<file path="config.mk">
export PLATFORM = sky130hd
export DESIGN_NAME = bus_initiator
export DESIGN_NICKNAME = d
export VERILOG_FILES = /design/src/rtl/bus_initiator_pkg.sv /design/src/rtl/bus_req_queue.sv /design/src/rtl/bus_initiator.sv
export SDC_FILE = /design/constraint.sdc
export NUM_CORES = 1
export LEC_CHECK = 0
export ABC_CLOCK_PERIOD_IN_PS = 3250
export CAP_MARGIN = 10
export CORE_MARGIN = 2
export CORE_UTILIZATION = 54
export CTS_CLUSTER_DIAMETER = 60
export DETAILED_ROUTE_END_ITERATION = 7
export PLACE_DENSITY = 0.79
export SLEW_MARGIN = 20
export SYNTH_ARGS = -nofsm -noshare
export SYNTH_HDL_FRONTEND = slang
export SYNTH_SLANG_ARGS = --single-unit
export TNS_END_PERCENT = 20
</file>
<file path="constraint.sdc">
create_clock -name clock -period 3.25 [get_ports clock]
set_clock_uncertainty 0.15 [all_clocks]
set_input_delay 0.4875 -clock clock [delete_from_list [all_inputs] [get_ports clock]]
set_output_delay 0.4875 -clock clock [all_outputs]
set_load 0.02 [all_outputs]
</file>
<file path="src/rtl/bus_initiator_pkg.sv">
// Shared types for the peripheral bus initiator: FSM states and the queued request record.
package bus_initiator_pkg;

  localparam int unsigned BUS_WIDTH         = 8;
  localparam int unsigned BUS_ADDRESS_WIDTH = 4;

  typedef enum logic [1:0] {
    IDLE,
    DRIVE,
    CAPTURE,
    RESP
  } state_e;

  // Default request layout; instances with other widths pass their own struct to the queue.
  typedef struct packed {
    logic                         write;
    logic [BUS_ADDRESS_WIDTH-1:0] address;
    logic [BUS_WIDTH-1:0]         wdata;
  } bus_req_t;

endpackage

</file>
<file path="src/rtl/bus_req_queue.sv">
// Synchronous FIFO of bus requests with full/empty flags and a first-word-fall-through head.
module bus_req_queue
  import bus_initiator_pkg::*;
#(
  parameter type         T     = bus_req_t,
  parameter int unsigned DEPTH = 4
) (
  input  logic clk_i,
  input  logic rst_i,
  input  logic push_i,
  input  T     push_data_i,
  input  logic pop_i,
  output T     head_o,
  output logic full_o,
  output logic empty_o
);

  localparam int unsigned PW = $clog2(DEPTH);
  localparam int unsigned CW = $clog2(DEPTH + 1);

  T                mem_q [DEPTH];
  logic [PW-1:0]   wr_ptr_q, rd_ptr_q;
  logic [CW-1:0]   count_q;
  logic            do_push, do_pop;

  assign full_o  = (count_q == CW'(DEPTH));
  assign empty_o = (count_q == '0);
  assign head_o  = mem_q[rd_ptr_q];
  assign do_push = push_i & ~full_o;
  assign do_pop  = pop_i & ~empty_o;

  // Pointers wrap naturally because DEPTH is a power of two.
  always_ff @(posedge clk_i or posedge rst_i) begin
    if (rst_i) begin
      wr_ptr_q <= '0;
      rd_ptr_q <= '0;
      count_q  <= '0;
    end else begin
      if (do_push) wr_ptr_q <= wr_ptr_q + 1'b1;
      if (do_pop)  rd_ptr_q <= rd_ptr_q + 1'b1;
      unique case ({do_push, do_pop})
        2'b10:   count_q <= count_q + 1'b1;
        2'b01:   count_q <= count_q - 1'b1;
        default: count_q <= count_q;
      endcase
    end
  end

  always_ff @(posedge clk_i) begin
    if (do_push) mem_q[wr_ptr_q] <= push_data_i;
  end

endmodule

</file>
<file path="src/rtl/bus_initiator.sv">
// Host-side initiator: queues read/write requests and runs them one at a time on the peripheral bus.
module bus_initiator
  import bus_initiator_pkg::*;
#(
  parameter int unsigned WIDTH         = 8,
  parameter int unsigned ADDRESS_WIDTH = 4,
  parameter int unsigned ACCESS_CYCLES = 1,
  parameter int unsigned QUEUE_DEPTH   = 4
) (
  input  logic                     clock,
  input  logic                     reset,
  input  logic                     req_valid,
  output logic                     req_ready,
  input  logic                     req_write,
  input  logic [ADDRESS_WIDTH-1:0] req_address,
  input  logic [WIDTH-1:0]         req_wdata,
  output logic                     resp_valid,
  input  logic                     resp_ready,
  output logic                     resp_write,
  output logic [WIDTH-1:0]         resp_data,
  output logic [ADDRESS_WIDTH-1:0] bus_address,
  output logic                     bus_read_enable,
  output logic                     bus_write_enable,
  output logic [WIDTH-1:0]         bus_wdata,
  input  logic [WIDTH-1:0]         bus_rdata,
  output logic                     busy
);

  typedef struct packed {
    logic                     write;
    logic [ADDRESS_WIDTH-1:0] address;
    logic [WIDTH-1:0]         wdata;
  } req_t;

  localparam int unsigned      CNT_W = $clog2(ACCESS_CYCLES + 1);
  localparam logic [CNT_W-1:0] LAST  = CNT_W'(ACCESS_CYCLES - 1);

  state_e             state_q, state_d;
  req_t               hold_q, hold_d;
  req_t               req_in, head;
  logic [CNT_W-1:0]   cnt_q, cnt_d;
  logic               resp_write_q, resp_write_d;
  logic [WIDTH-1:0]   resp_data_q, resp_data_d;
  logic               pop, full, empty;

  assign req_in = '{write: req_write, address: req_address, wdata: req_wdata};

  bus_req_queue #(
    .T     (req_t),
    .DEPTH (QUEUE_DEPTH)
  ) u_queue (
    .clk_i       (clock),
    .rst_i       (reset),
    .push_i      (req_valid),
    .push_data_i (req_in),
    .pop_i       (pop),
    .head_o      (head),
    .full_o      (full),
    .empty_o     (empty)
  );

  assign req_ready  = ~full;
  assign busy       = (state_q != IDLE) | ~empty;
  assign resp_write = resp_write_q;
  assign resp_data  = resp_data_q;

  always_ff @(posedge clock or posedge reset) begin
    if (reset) begin
      state_q      <= IDLE;
      hold_q       <= '0;
      cnt_q        <= '0;
      resp_write_q <= 1'b0;
      resp_data_q  <= '0;
    end else begin
      state_q      <= state_d;
      hold_q       <= hold_d;
      cnt_q        <= cnt_d;
      resp_write_q <= resp_write_d;
      resp_data_q  <= resp_data_d;
    end
  end

  always_comb begin
    state_d          = state_q;
    hold_d           = hold_q;
    cnt_d            = cnt_q;
    resp_write_d     = resp_write_q;
    resp_data_d      = resp_data_q;
    pop              = 1'b0;
    bus_address      = '0;
    bus_wdata        = '0;
    bus_read_enable  = 1'b0;
    bus_write_enable = 1'b0;
    resp_valid       = 1'b0;
    unique case (state_q)
      IDLE: begin
        if (!empty) begin
          pop     = 1'b1;
          hold_d  = head;
          cnt_d   = '0;
          state_d = DRIVE;
        end
      end
      DRIVE: begin
        bus_address      = hold_q.address;
        bus_write_enable = hold_q.write;
        bus_read_enable  = ~hold_q.write;
        if (hold_q.write) bus_wdata = hold_q.wdata;
        cnt_d = cnt_q + 1'b1;
        if (cnt_q == LAST) begin
          if (hold_q.write) begin
            resp_write_d = 1'b1;
            resp_data_d  = '0;
            state_d      = RESP;
          end else begin
            state_d = CAPTURE;
          end
        end
      end
      // Peripheral data is valid only in the cycle after the last strobe.
      CAPTURE: begin
        bus_address  = hold_q.address;
        resp_write_d = 1'b0;
        resp_data_d  = bus_rdata;
        state_d      = RESP;
      end
      RESP: begin
        resp_valid = 1'b1;
        if (resp_ready) state_d = IDLE;
      end
      default: state_d = IDLE;
    endcase
  end

endmodule

</file>
==> run_results.csv <==
group,metric,value,unit
drt,drt_drc_violations_left,0,
drt,detail_route.iter0.violations,108,
place,buffer_ports.inserted,50,
die,fp.dieW,84.8,µm
sta,min_period_over_period,0.898,
clock_network,clock_path_buffers,2,
setup_path,path_max_fanout,5,
grt,grt_pass1_vias,2030,
clock_network,post-cts-setup-buffers,0,
grt,number_of_antenna_violations_at_the_first_check_in_global_routing,0,
drt,drt_pre_antenna_iters,4,
grt,gr-total-overflow,0,
yosys,postSynthRegisterBits,84,
die,placeableCoreArea,6310,µm²
setup_path,timing.critical_path.from_type,"flop",
die,fp.dieArea,7190,µm²
grt,grt_pass1_wl,10.2,mm
min_path,path_class_of_the_lowest_slack_min_delay_path,"reg -> reg",
sta,slew_headroom,0.472,
layout,fillers,468,
place,gp_congestion,0.736,
setup_path,crit_required,2.61,ns
yosys,synth.net_count,274,
die,pin_count,51,
setup_path,timing.setup.critical_path_class,"reg -> out",
clock_network,clockRootBuffer,"clkbuf_8",
sta,worst_pin_slew,0.793,ns
power_and_ir_drop,pwr_density_cell,942,nW/µm²
power_and_ir_drop,max-vdd-ir-drop,0.538,mV
sta,final.min_clock_period,2.92,ns
clock_network,clock_sink_count,84,
layout,final_layout_size_suffix_gt1_frac,0.133,
sta,timing.setup.tns,0,ns
setup_path,cp.arrival,2.28,ns
layout,syn_to_final_growth,22.8,%
yosys,netlist_area,3520,µm²
yosys,netlist_instances,238,
drt,routed_wirelength,6.31,mm
clock_network,clkSlewWorstSetupHoldPaths,0.10,ns
drt,antenna_violation_net_count_after_detailed_routing,0,
drt,wire_per_inst,16.7,µm
die,initial_utilization,0.558,
die,rows,29,
drt,drt-vias-per-instance,5.38,
grt,grt_max_degree,33,
place,postPlaceCellArea,4120,µm²
yosys,ys_types,31,
place,post-place-cells,361,
grt,gr-usage-all-layers,0.190,
layout,finish.instance_area,4330,µm²
layout,layout.cells.most_common,"edfxtp_1",
clock_network,cts_made_buffers,9,
outcome,run_status,"completed",
drt,detailroute.via_count,2030,
sta,final-max-slew-violation-count,0,
setup_path,timing.critical_path.to_type,"primary output",
yosys,yosysWarnings,0,
clock_network,cts_resized,0,
clock_network,tritoncts,"done",
sta,hold_viol_final,0,
clock_network,cts.htree.levels,3,
sta,grt_setup_unrepaired,"no",
clock_network,clock_insertion_delay_worst_skew,0.35,ns
layout,antennaDiodeCount,0,
sta,setup_violations,0,
place,detailedPlacementHpwl,4.14,mm
layout,finalNonFillerCells,377,
sta,fmax,343,MHz
layout,num-nets-final,331,
yosys,synth_seq_area_share,0.670,
clock_network,post_cts_hold_buffer_count,0,
die,die_h,84.8,µm
place,place_ws,0.710,ns
yosys,postSynthAreaPerCell,14.8,µm²
job,max-cap-violations,0,
power_and_ir_drop,power.leakage,1.79,nW
layout,mostFrequentLayoutCells,"edfxtp_1 (52), nand2_1 (51), clkdlybuf4s50_1 (50), dfrtp_1 (32), inv_1 (20)",
sta,final.setup.worst_slack,0.331,ns
-- area by class of cell --
class	instances	area, µm²	area share
sequential	84	2360	0.546
multi-input combinational	126	1050	0.243
timing repair buffer	54	531	0.123
clock buffer	9	124	0.0286
tap	77	96.3	0.0223
clock inverter	7	87.6	0.0202
inverter	20	75.1	0.0173
-- sequential cells by signal (all words and copies together) (netlist names), 2 cells and up --
register	cells
hold_q	13
resp_data	8
state_q	2
u_queue.count_q	3
u_queue.mem_q	52
u_queue.rd_ptr_q	2
u_queue.wr_ptr_q	2
-- critical path: stages (launching register included) --
cell and delay, ns:
dfrtp_1 0.41, inv_1 0.15, ha_1 0.23, nor4b_1 0.47
inv_1 0.13, clkdlybuf4s50_1 0.56
-- synthesized netlist by cell type (all sizes together) --
library cell	number	share of area
and2	7	0.013
and3	12	0.021
buf	3	0.0046
clkbuf	5	0.0053
dfrtp	32	0.23
edfxtp	52	0.44
fa	1	0.0057
ha	10	0.035
inv	20	0.021
mux2	2	0.0075
mux2i	11	0.032
mux4	13	0.083
nand2	51	0.054
nor2	2	0.0021
nor2b	3	0.0053
nor4b	1	0.0025
o21ai	1	0.0014
o2bb2ai	1	0.0025
o31ai	1	0.0060
o41a	1	0.0032
o41ai	1	0.0025
or3	1	0.0018
or3b	1	0.0032
xnor2	4	0.0099
xor2	2	0.0050
-- metal layers --
layer | up-vias | track usage | share of wire
met5 | - | 0 | 0
met4 | 0 | 0.0851 | 0.018
met3 | 10 | 0.0344 | 0.045
met2 | 60 | 0.313 | 0.50
met1 | 1007 | 0.250 | 0.43
li1 | 953 | - | -
-- where the power goes --
part / switching (mW) / internal [mW]
combinational: 0.825 / 0.767
clock: 0.407 / 0.377
sequential: 0.216 / 1.48
-- kinds of logic (layout without fill, tap and decap cells) --
family                   count (synthesis)  in the layout  share of synthesized area
AO/OA/AOI/OAI                            5              5                     0.0156
XOR/XNOR                                 6              6                     0.0149
adder cells (fa/ha/maj)                 11             11                     0.0412
buffers and inverters                   28             90                     0.0312
flip-flops                              84             84                      0.670
multiplexers                            26             26                      0.123
AND/OR/NAND/NOR                         78             78                      0.104
-- path summary, 6_finish.rpt --
check | slack [ns] | cells past startpoint | end | start
worst max-delay path | 0.33 | 5 | busy | state_q[0]$_DFFE_PP0P_
worst min-delay path | 0.33 | 2 | hold_q[11]$_DFFE_PP0P_ | hold_q[11]$_DFFE_PP0P_
worst max register to register | 0.81 | 11 | u_queue.count_q[2]$_DFFE_PP0P_ | state_q[0]$_DFFE_PP0P_
worst min register to register | 0.33 | 2 | hold_q[11]$_DFFE_PP0P_ | hold_q[11]$_DFFE_PP0P_
max in group asynchronous | 2.27 | 3 | state_q[0]$_DFFE_PP0P_ | reset
min in group asynchronous | 0.37 | 3 | hold_q[2]$_DFFE_PP0P_ | reset
-- metrics by stage --
step | power (mW) | hold WS (ns) | util
finish | 4.08 | 0.331 | 0.685
floorplan | 2.77 | 0.287 | -
global placement | 3.28 | 0.300 | 0.652
global route | 4.32 | 0.341 | 0.685
CTS | 4.12 | 0.335 | 0.685
detailed placement | 3.34 | 0.312 | 0.652
Power figures use the tool's default switching activity.
